$ cat src/rtl/alu_control_seq.sv
// ALU control decoder with a multi-cycle sequencer for mult/multu/div/divu.
// Optional sticky illegal-funct trap enabled by defining ALUCTRL_ILLEGAL_TRAP_EN.
module alu_control_seq #(
  parameter int unsigned MUL_CYCLES = 4,
  parameter int unsigned DIV_CYCLES = 32,
  parameter int unsigned CNT_W      = 6
) (
  input  logic       clk,
  input  logic       rst,
  input  logic       instValid,
  input  logic [5:0] instFunc,
  input  logic [1:0] ALUOp,
  output logic [3:0] ALUOperation,
  output logic       mdStart,
  output logic [1:0] mdOp,
  output logic       stall,
  output logic       hiloWrite,
  output logic       illegal
);

  localparam logic [3:0] OP_ADD  = 4'b0010;
  localparam logic [3:0] OP_SUB  = 4'b0110;
  localparam logic [3:0] OP_AND  = 4'b0000;
  localparam logic [3:0] OP_OR   = 4'b0001;
  localparam logic [3:0] OP_SLT  = 4'b0111;
  localparam logic [3:0] OP_SLTU = 4'b1000;
  localparam logic [3:0] OP_XOR  = 4'b0011;
  localparam logic [3:0] OP_NOR  = 4'b1100;
  localparam logic [3:0] OP_SLL  = 4'b1001;
  localparam logic [3:0] OP_SRL  = 4'b1010;
  localparam logic [3:0] OP_SRA  = 4'b1011;
  localparam logic [3:0] OP_NOP  = 4'b1111;

  localparam logic [CNT_W-1:0] MUL_LOAD = CNT_W'(MUL_CYCLES - 1);
  localparam logic [CNT_W-1:0] DIV_LOAD = CNT_W'(DIV_CYCLES - 1);

  typedef enum logic [1:0] {
    IDLE,
    RUN,
    DONE
  } state_t;

  state_t           state, state_n;
  logic [CNT_W-1:0] cnt, cnt_n;
  logic [3:0]       dec_op;
  logic             md_funct;
  logic             md_hit;
  logic             start;

  always_comb begin
    dec_op   = OP_NOP;
    md_funct = 1'b0;
    case (ALUOp)
      2'b00: dec_op = OP_ADD;
      2'b01: dec_op = OP_SUB;
      2'b11: dec_op = OP_OR;
      default: begin
        case (instFunc)
          6'b100000, 6'b100001: dec_op = OP_ADD;
          6'b100010, 6'b100011: dec_op = OP_SUB;
          6'b100100: dec_op = OP_AND;
          6'b100101: dec_op = OP_OR;
          6'b100110: dec_op = OP_XOR;
          6'b100111: dec_op = OP_NOR;
          6'b101010: dec_op = OP_SLT;
          6'b101011: dec_op = OP_SLTU;
          6'b000000: dec_op = OP_SLL;
          6'b000010: dec_op = OP_SRL;
          6'b000011: dec_op = OP_SRA;
          6'b011000, 6'b011001, 6'b011010, 6'b011011: md_funct = 1'b1;
          default: dec_op = OP_NOP;
        endcase
      end
    endcase
  end

  assign md_hit = instValid & md_funct;

  // Only IDLE accepts a mul/div; DONE decodes live but never dispatches.
  always_comb begin
    state_n      = state;
    cnt_n        = cnt;
    start        = 1'b0;
    stall        = 1'b0;
    hiloWrite    = 1'b0;
    ALUOperation = dec_op;
    case (state)
      IDLE: begin
        stall = md_hit;
        if (md_hit) begin
          state_n = RUN;
          start   = 1'b1;
          cnt_n   = instFunc[1] ? DIV_LOAD : MUL_LOAD;
        end
      end
      RUN: begin
        stall        = 1'b1;
        ALUOperation = OP_NOP;
        if (cnt == '0) state_n = DONE;
        else           cnt_n   = cnt - CNT_W'(1);
      end
      DONE: begin
        hiloWrite = 1'b1;
        state_n   = IDLE;
      end
      default: state_n = IDLE;
    endcase
  end

  always_ff @(posedge clk or negedge rst) begin
    if (!rst) begin
      state   <= IDLE;
      cnt     <= '0;
      mdOp    <= '0;
      mdStart <= 1'b0;
    end else begin
      state   <= state_n;
      cnt     <= cnt_n;
      mdStart <= start;
      if (start) mdOp <= instFunc[1:0];
    end
  end

`ifdef ALUCTRL_ILLEGAL_TRAP_EN
  logic unknown_funct;
  logic illegal_q;

  // Every legal R-type funct maps to a non-nop code, so nop without md means unknown.
  assign unknown_funct = (ALUOp == 2'b10) & (dec_op == OP_NOP) & ~md_funct;

  always_ff @(posedge clk or negedge rst) begin
    if (!rst)
      illegal_q <= 1'b0;
    else if ((state != RUN) && instValid && unknown_funct)
      illegal_q <= 1'b1;
  end

  assign illegal = illegal_q;
`else
  assign illegal = 1'b0;
`endif

endmodule

$ cat config.mk
export PLATFORM = sky130hd
export DESIGN_NAME = alu_control_seq
export DESIGN_NICKNAME = d
export VERILOG_FILES = /design/src/rtl/alu_control_seq.sv
export SDC_FILE = /design/constraint.sdc
export NUM_CORES = 1
export LEC_CHECK = 0
export ABC_AREA = 1
export BUFFER_PORTS_ARGS = -buffer_cell sky130_fd_sc_hd__buf_2
export CAP_MARGIN = 20
export CORE_MARGIN = 2
export CORE_UTILIZATION = 40
export DETAILED_ROUTE_END_ITERATION = 10
export HOLD_SLACK_MARGIN = 0.12
export PLACE_DENSITY = 0.74
export SKIP_CTS_REPAIR_TIMING = 1
export SYNTH_ARGS = -nofsm -noshare
export SYNTH_HDL_FRONTEND = slang
export SYNTH_SLANG_ARGS = --single-unit
export TNS_END_PERCENT = 10
$ cat constraint.sdc
create_clock -name clk -period 1.68 [get_ports clk]
set_input_delay 0.168 -clock clk [delete_from_list [all_inputs] [get_ports clk]]
set_output_delay 0.168 -clock clk [all_outputs]
set_load 0.02 [all_outputs]
# After elaboration in Yosys (flattened, before gate mapping)
# Index checks and enable logic that the tools add are counted.
[op_classes]
n_addsub = 1
n_eq_ne = 23
mux = 16
n_bitwise = 1
n_reduce_logical = 11
[ops]
columns = ["cell", "count"]
rows = [
  ["6-bit == test, second input constant", 10],
  ["4-bit case mux with 11 select lines", 1],
  ["6-bit by 5-bit == test with 1-bit output, second input constant", 4],
  ["6-bit by 2-bit == test with 1-bit output, second input constant", 2],
  ["6-bit zero test", 2],
  ["6-bit 2-to-1 mux", 2],
  ["4-bit case mux with 3 select lines", 1],
  ["6-bit case mux with 2 select lines", 1],
  ["2-bit != test, second input constant", 3],
  ["6-bit by 1-bit subtractor with 6-bit output, second input constant", 1],
  ["1-bit 2-to-1 mux", 5],
  ["5-bit 2-to-1 mux", 1],
  ["2-bit by 1-bit == test with 1-bit output, second input constant", 2],
  ["2-bit == test, second input constant", 2],
  ["2-bit zero test", 2],
  ["2-bit 2-to-1 mux", 2],
  ["4-bit 2-to-1 mux", 1],
  ["2-bit case mux with 2 select lines", 1],
  ["2-bit OR reduction", 2],
  ["4-bit OR reduction", 1],
  ["3-bit AND reduction", 1],
  ["3-bit OR reduction", 1],
  ["1-bit case mux with 2 select lines", 1],
  ["2-bit AND reduction", 1],
  ["other kinds (2)", 2],
]
[totals]
ff_bits = 11
in_bits = 11
out_inout_bits = 10
word_cells = 56

# Depth between registers and ports, before layout
[logic_depth]
ltp_word = 7
ltp_mapped = 9
mapped_depth_nobuf = 9

# Worst setup path after synthesis
# Ideal clock, no wire load.
[synth_timing]
path_kind = "reg2reg"
startpoint = "register cnt[0]"
endpoint = "register cnt[5]"
setup_ns = 0.117
t_arrival_ns = 1.064
required_ns = 1.563
path_slack_ns = 0.499
path_stages_with_launch = 9
n_path_buf = 0
period_less_slack_ns = 1.181
cell_sequence = "dfrtp_1 -> inv_1 -> ha_1 -> nand3_1 -> nand2_1 -> nor2_1 -> nand2_1 -> nand2_1 -> nor2_1"
[synth_between]
elab_chain_cells = 3
elab_cells_between_ends = 6
classes_between = "1 x add/sub; 1 x eq/ne; 2 x mux; 2 x reduce/logical"
[synth_rtl]
columns = ["item", "line_no", "source"]
rows = [
  ["start, declared", "44", "logic [CNT_W-1:0] cnt, cnt_n;"],
  ["start signal, assigned", "118", "cnt <= cnt_n;"],
  ["6-bit by 1-bit subtractor with 6-bit output or 6-bit zero test (tied branches)", "100, 99", ""],
  ["6-bit 2-to-1 mux or 2-bit != test (tied branches)", "--", ""],
  ["6-bit case mux with 2 select lines or 3-bit AND reduction (tied branches)", "--", ""],
]
# Parallel ways exist; a longest one is shown, timed or not. The select of a mux whose other input is x is not followed.
# A chain may end at the register's enable or synchronous reset.

# Worst setup path in the final report
[layout_timing]
startpoint = "register state[0]"
endpoint = "output stall"
[layout_between]
elab_chain_cells = 2
elab_cells_between_ends = 3
classes_between = "1 x eq/ne; 1 x mux; 1 x reduce/logical"
[layout_rtl]
columns = ["item", "line_no", "source"]
rows = [
  ["start, declared", "43", "state_t state, state_n;"],
  ["start signal, assigned", "117", "state <= state_n;"],
  ["2-bit by 1-bit == test with 1-bit output or 2-bit zero test (tied branches)", "87", "case (state)"],
  ["1-bit case mux with 2 select lines (*)", "87", ""],
  ["end, declared", "16", "output logic stall,"],
]
# Every way passes the cells marked *; elsewhere a longest branch is shown, timed or not.

==> results.sh <==
export IMPL_htreeDepth=1
export IMPL_number_of_global_route_vias_before_repair=771
export IMPL_r2r_end="cnt[3]$_DFFE_PN0P_"
export IMPL_setup_repair_after_global_routing_missed_its_margin="false"
export IMPL_drt_drc_violations_left=0
export IMPL_grt_overflow_total=0
export IMPL_worst_setup_path_type="register to output pin"
export IMPL_timing_critical_path_from="state[0]$_DFFE_PN0P_"
export IMPL_cp_data_required_time_ns=1.51
export IMPL_vdd_ir_drop_max_uv=441
export IMPL_report_final_setup_viol=0
export IMPL_regToRegStartpoint="cnt[0]$_DFFE_PN0P_"
export IMPL_cellPowerDensity_mw_per_mm2=653
export IMPL_clk_path_buf_depth=2
export IMPL_timing_critical_path_to_type="output pin"
export IMPL_place_hpwl_um=1470
export IMPL_io_pins=21
export IMPL_insertedDiodeCount=0
export IMPL_place_congestion=0.858
export IMPL_wirelength_um=1810
export IMPL_floorplan_rows=16
export IMPL_via_per_inst=4.67
export IMPL_finalCritPeriodShare_pct=89.3
export IMPL_die_x_um=50.8
export IMPL_ant_nets=0
export IMPL_syn_num_nets=149
export IMPL_reg2reg_setup_slack_ns=0.37
export IMPL_path_clk_slew_ns=0.07
export IMPL_crit_arrival_ns=1.33
export IMPL_nets=173
export IMPL_worst_r2r_path_depth=7
export IMPL_pin_count_of_the_biggest_net_entering_global_routing=12
export IMPL_vias=868
export IMPL_hold_path_depth=3
export IMPL_worstHoldStart="instFunc[0]"
export IMPL_whs_ns=0.238
export IMPL_power_leakage_uw=0.000620
export IMPL_fin_total_pwr_uw=675
export IMPL_worst_setup_path_start_kind="register"
export IMPL_die_height_um=50.8
export IMPL_min_delay_path_class="input pin to register"
export IMPL_max_clock_freq_ghz=0.666
export IMPL_grt_usage_pct=15.8
export IMPL_clk_insertion_delay_late_ns=0.28
export IMPL_report_final_slew_viol_count=0
export IMPL_syn_area_per_cell_um2=6.45
export IMPL_grt_antenna_before_repair=0
export IMPL_detail_route_iter0_violations=8
export IMPL_totalNegativeSetupSlack_ns=0
export IMPL_cell_chosen_for_the_clock_root="clkbuf_4"
export IMPL_design_core_area_mm2=0.00202
export IMPL_numCtsBuffers=3
export IMPL_synth_to_layout_area_growth_pct=18.0
export IMPL_ratio_of_cells_with_drive_above_1_in_the_final_layout_pct=26.4
export IMPL_design_die_area_mm2=0.00258
export IMPL_tritoncts="done"
export IMPL_critPathMaxFanout=8
export IMPL_netlist_cell_type_count=20
export IMPL_num_clock_sinks=11
export IMPL_final_period_minus_worst_setup_slack_ns=1.50
export IMPL_synthesis_instances=136
export IMPL_firstDrtPassIters=4
export IMPL_routedWlPerCell_um=9.73
export IMPL_first_pass_grt_wire_length_um=3100
export IMPL_max_capacitance_violation_count=0
export IMPL_share_of_synthesized_area_occupied_by_flip_flops_and_latches_pct=31.4
export IMPL_run_status="finished clean"
export IMPL_ys_ff_latch=11
export IMPL_worstHoldEndpoint="mdOp[0]$_DFFE_PN0P_"
export IMPL_port_buffers=19
export IMPL_initial_utilization_pct=43.4
export IMPL_netlist_area_before_placement_um2=877
export IMPL_endpoints_failing_hold=0
export IMPL_synth_warnings=0
export IMPL_fin_skew_ns=0.00266
[cell usage in the layout, fill, tap and decap left out]
cell type      netlist  routed
a22oi_2              1       1
nor2_2               3       3
nand3_1             10      10
clkbuf_4             0       3
nand2_2              5       5
xor2_1               1       1
inv_2                5       5
a21oi_1              1       1
inv_1               17      17
nand2_1             37      37
nor2_1              26      26
clkbuf_1             0       1
a21oi_2              1       1
dlygate4sd3_1        0       1
dfrtp_1             11      11
nor2_4               3       3
ha_1                 2       2
buf_2                0      19
nand4_4              1       1
nand2_4              1       1
o21ai_1              4       4
o21ai_0              5       5
conb_1               1       1
[worst max-delay path by stage]
| stage | endpoint | cells after the start | slack [ns] |
|---|---|---|---|
| after floorplan | cnt[5]$_DFFE_PN0P_ | 8 | 0.50 |
| final | stall | 4 | 0.18 |
| after global routing | stall | 4 | 0.12 |
| after global placement | ALUOperation[0] | 11 | 0.38 |
| after detailed placement | cnt[4]$_DFFE_PN0P_ | 7 | 0.37 |
| after CTS | stall | 4 | 0.17 |
[synthesized netlist by cell type (all sizes together)]
master | n | share of area [%]
conb | 1 | 0.43
o21ai | 9 | 5.1
ha | 2 | 2.9
dfrtp | 11 | 31
nand3 | 10 | 5.7
inv | 22 | 9.4
a21oi | 2 | 1.6
nor2 | 32 | 17
nand4 | 1 | 2.4
a22oi | 1 | 1.4
xor2 | 1 | 1.0
nand2 | 43 | 21
buf | 1 | 0.86
[flip-flops by register name (all words and copies together), names as in the netlist]
register / count
mdStart: 1
cnt: 6
mdOp: 2
state: 2
[metal layers]
| layer | wire length (um) | track usage (%) | up-vias |
|---|---|---|---|
| li1 | - | - | 464 |
| met5 | 0 | 0 | - |
| met4 | 40 | 8.11 | 0 |
| met1 | 837 | 18.8 | 380 |
| met2 | 851 | 27.2 | 19 |
| met3 | 79 | 2.63 | 5 |
[report_power, final]
part / switching [uW] / internal [uW]
sequential: 8.33 / 281
clock: 91.7 / 92.3
combinational: 130 / 72.4
[cells by family after synthesis]
family	Yosys count	share of synthesized area [%]
AND/OR/NAND/NOR	86	45.9
buffers and inverters	23	10.3
AO/OA/AOI/OAI	12	8.13
flip-flops	11	31.4
adder cells (fa/ha/maj)	2	2.85
XOR/XNOR	1	0.999
other	1	0.428
[cell type report]
cell class | instances | area, um^2
fillers | 221 | 987
multi-input cells | 102 | 512
flip-flops and latches | 11 | 275
repair buffers | 20 | 105
inverters | 22 | 82.6
well taps | 27 | 33.8
clock buffers | 4 | 26.3
[metrics by stage]
| step | setup WS, ns | area, um^2 | std cells | util, % |
|---|---|---|---|---|
| floorplan | 0.499 | 877 | 136 | - |
| global placement | 0.380 | 998 | 181 | 49.4 |
| detailed placement | 0.368 | 998 | 181 | 49.4 |
| CTS | 0.172 | 1020 | 185 | 50.7 |
| global route | 0.120 | 1030 | 186 | 51.2 |
| finish | 0.179 | 1030 | 186 | 51.2 |
[critical path: stages (launching register included)]
cell	delay [ns]
dfrtp_1	0.40
nor2_1	0.19
nand4_4	0.20
nand2_1	0.11
buf_2	0.16
(Power assumes the default switching activity.)
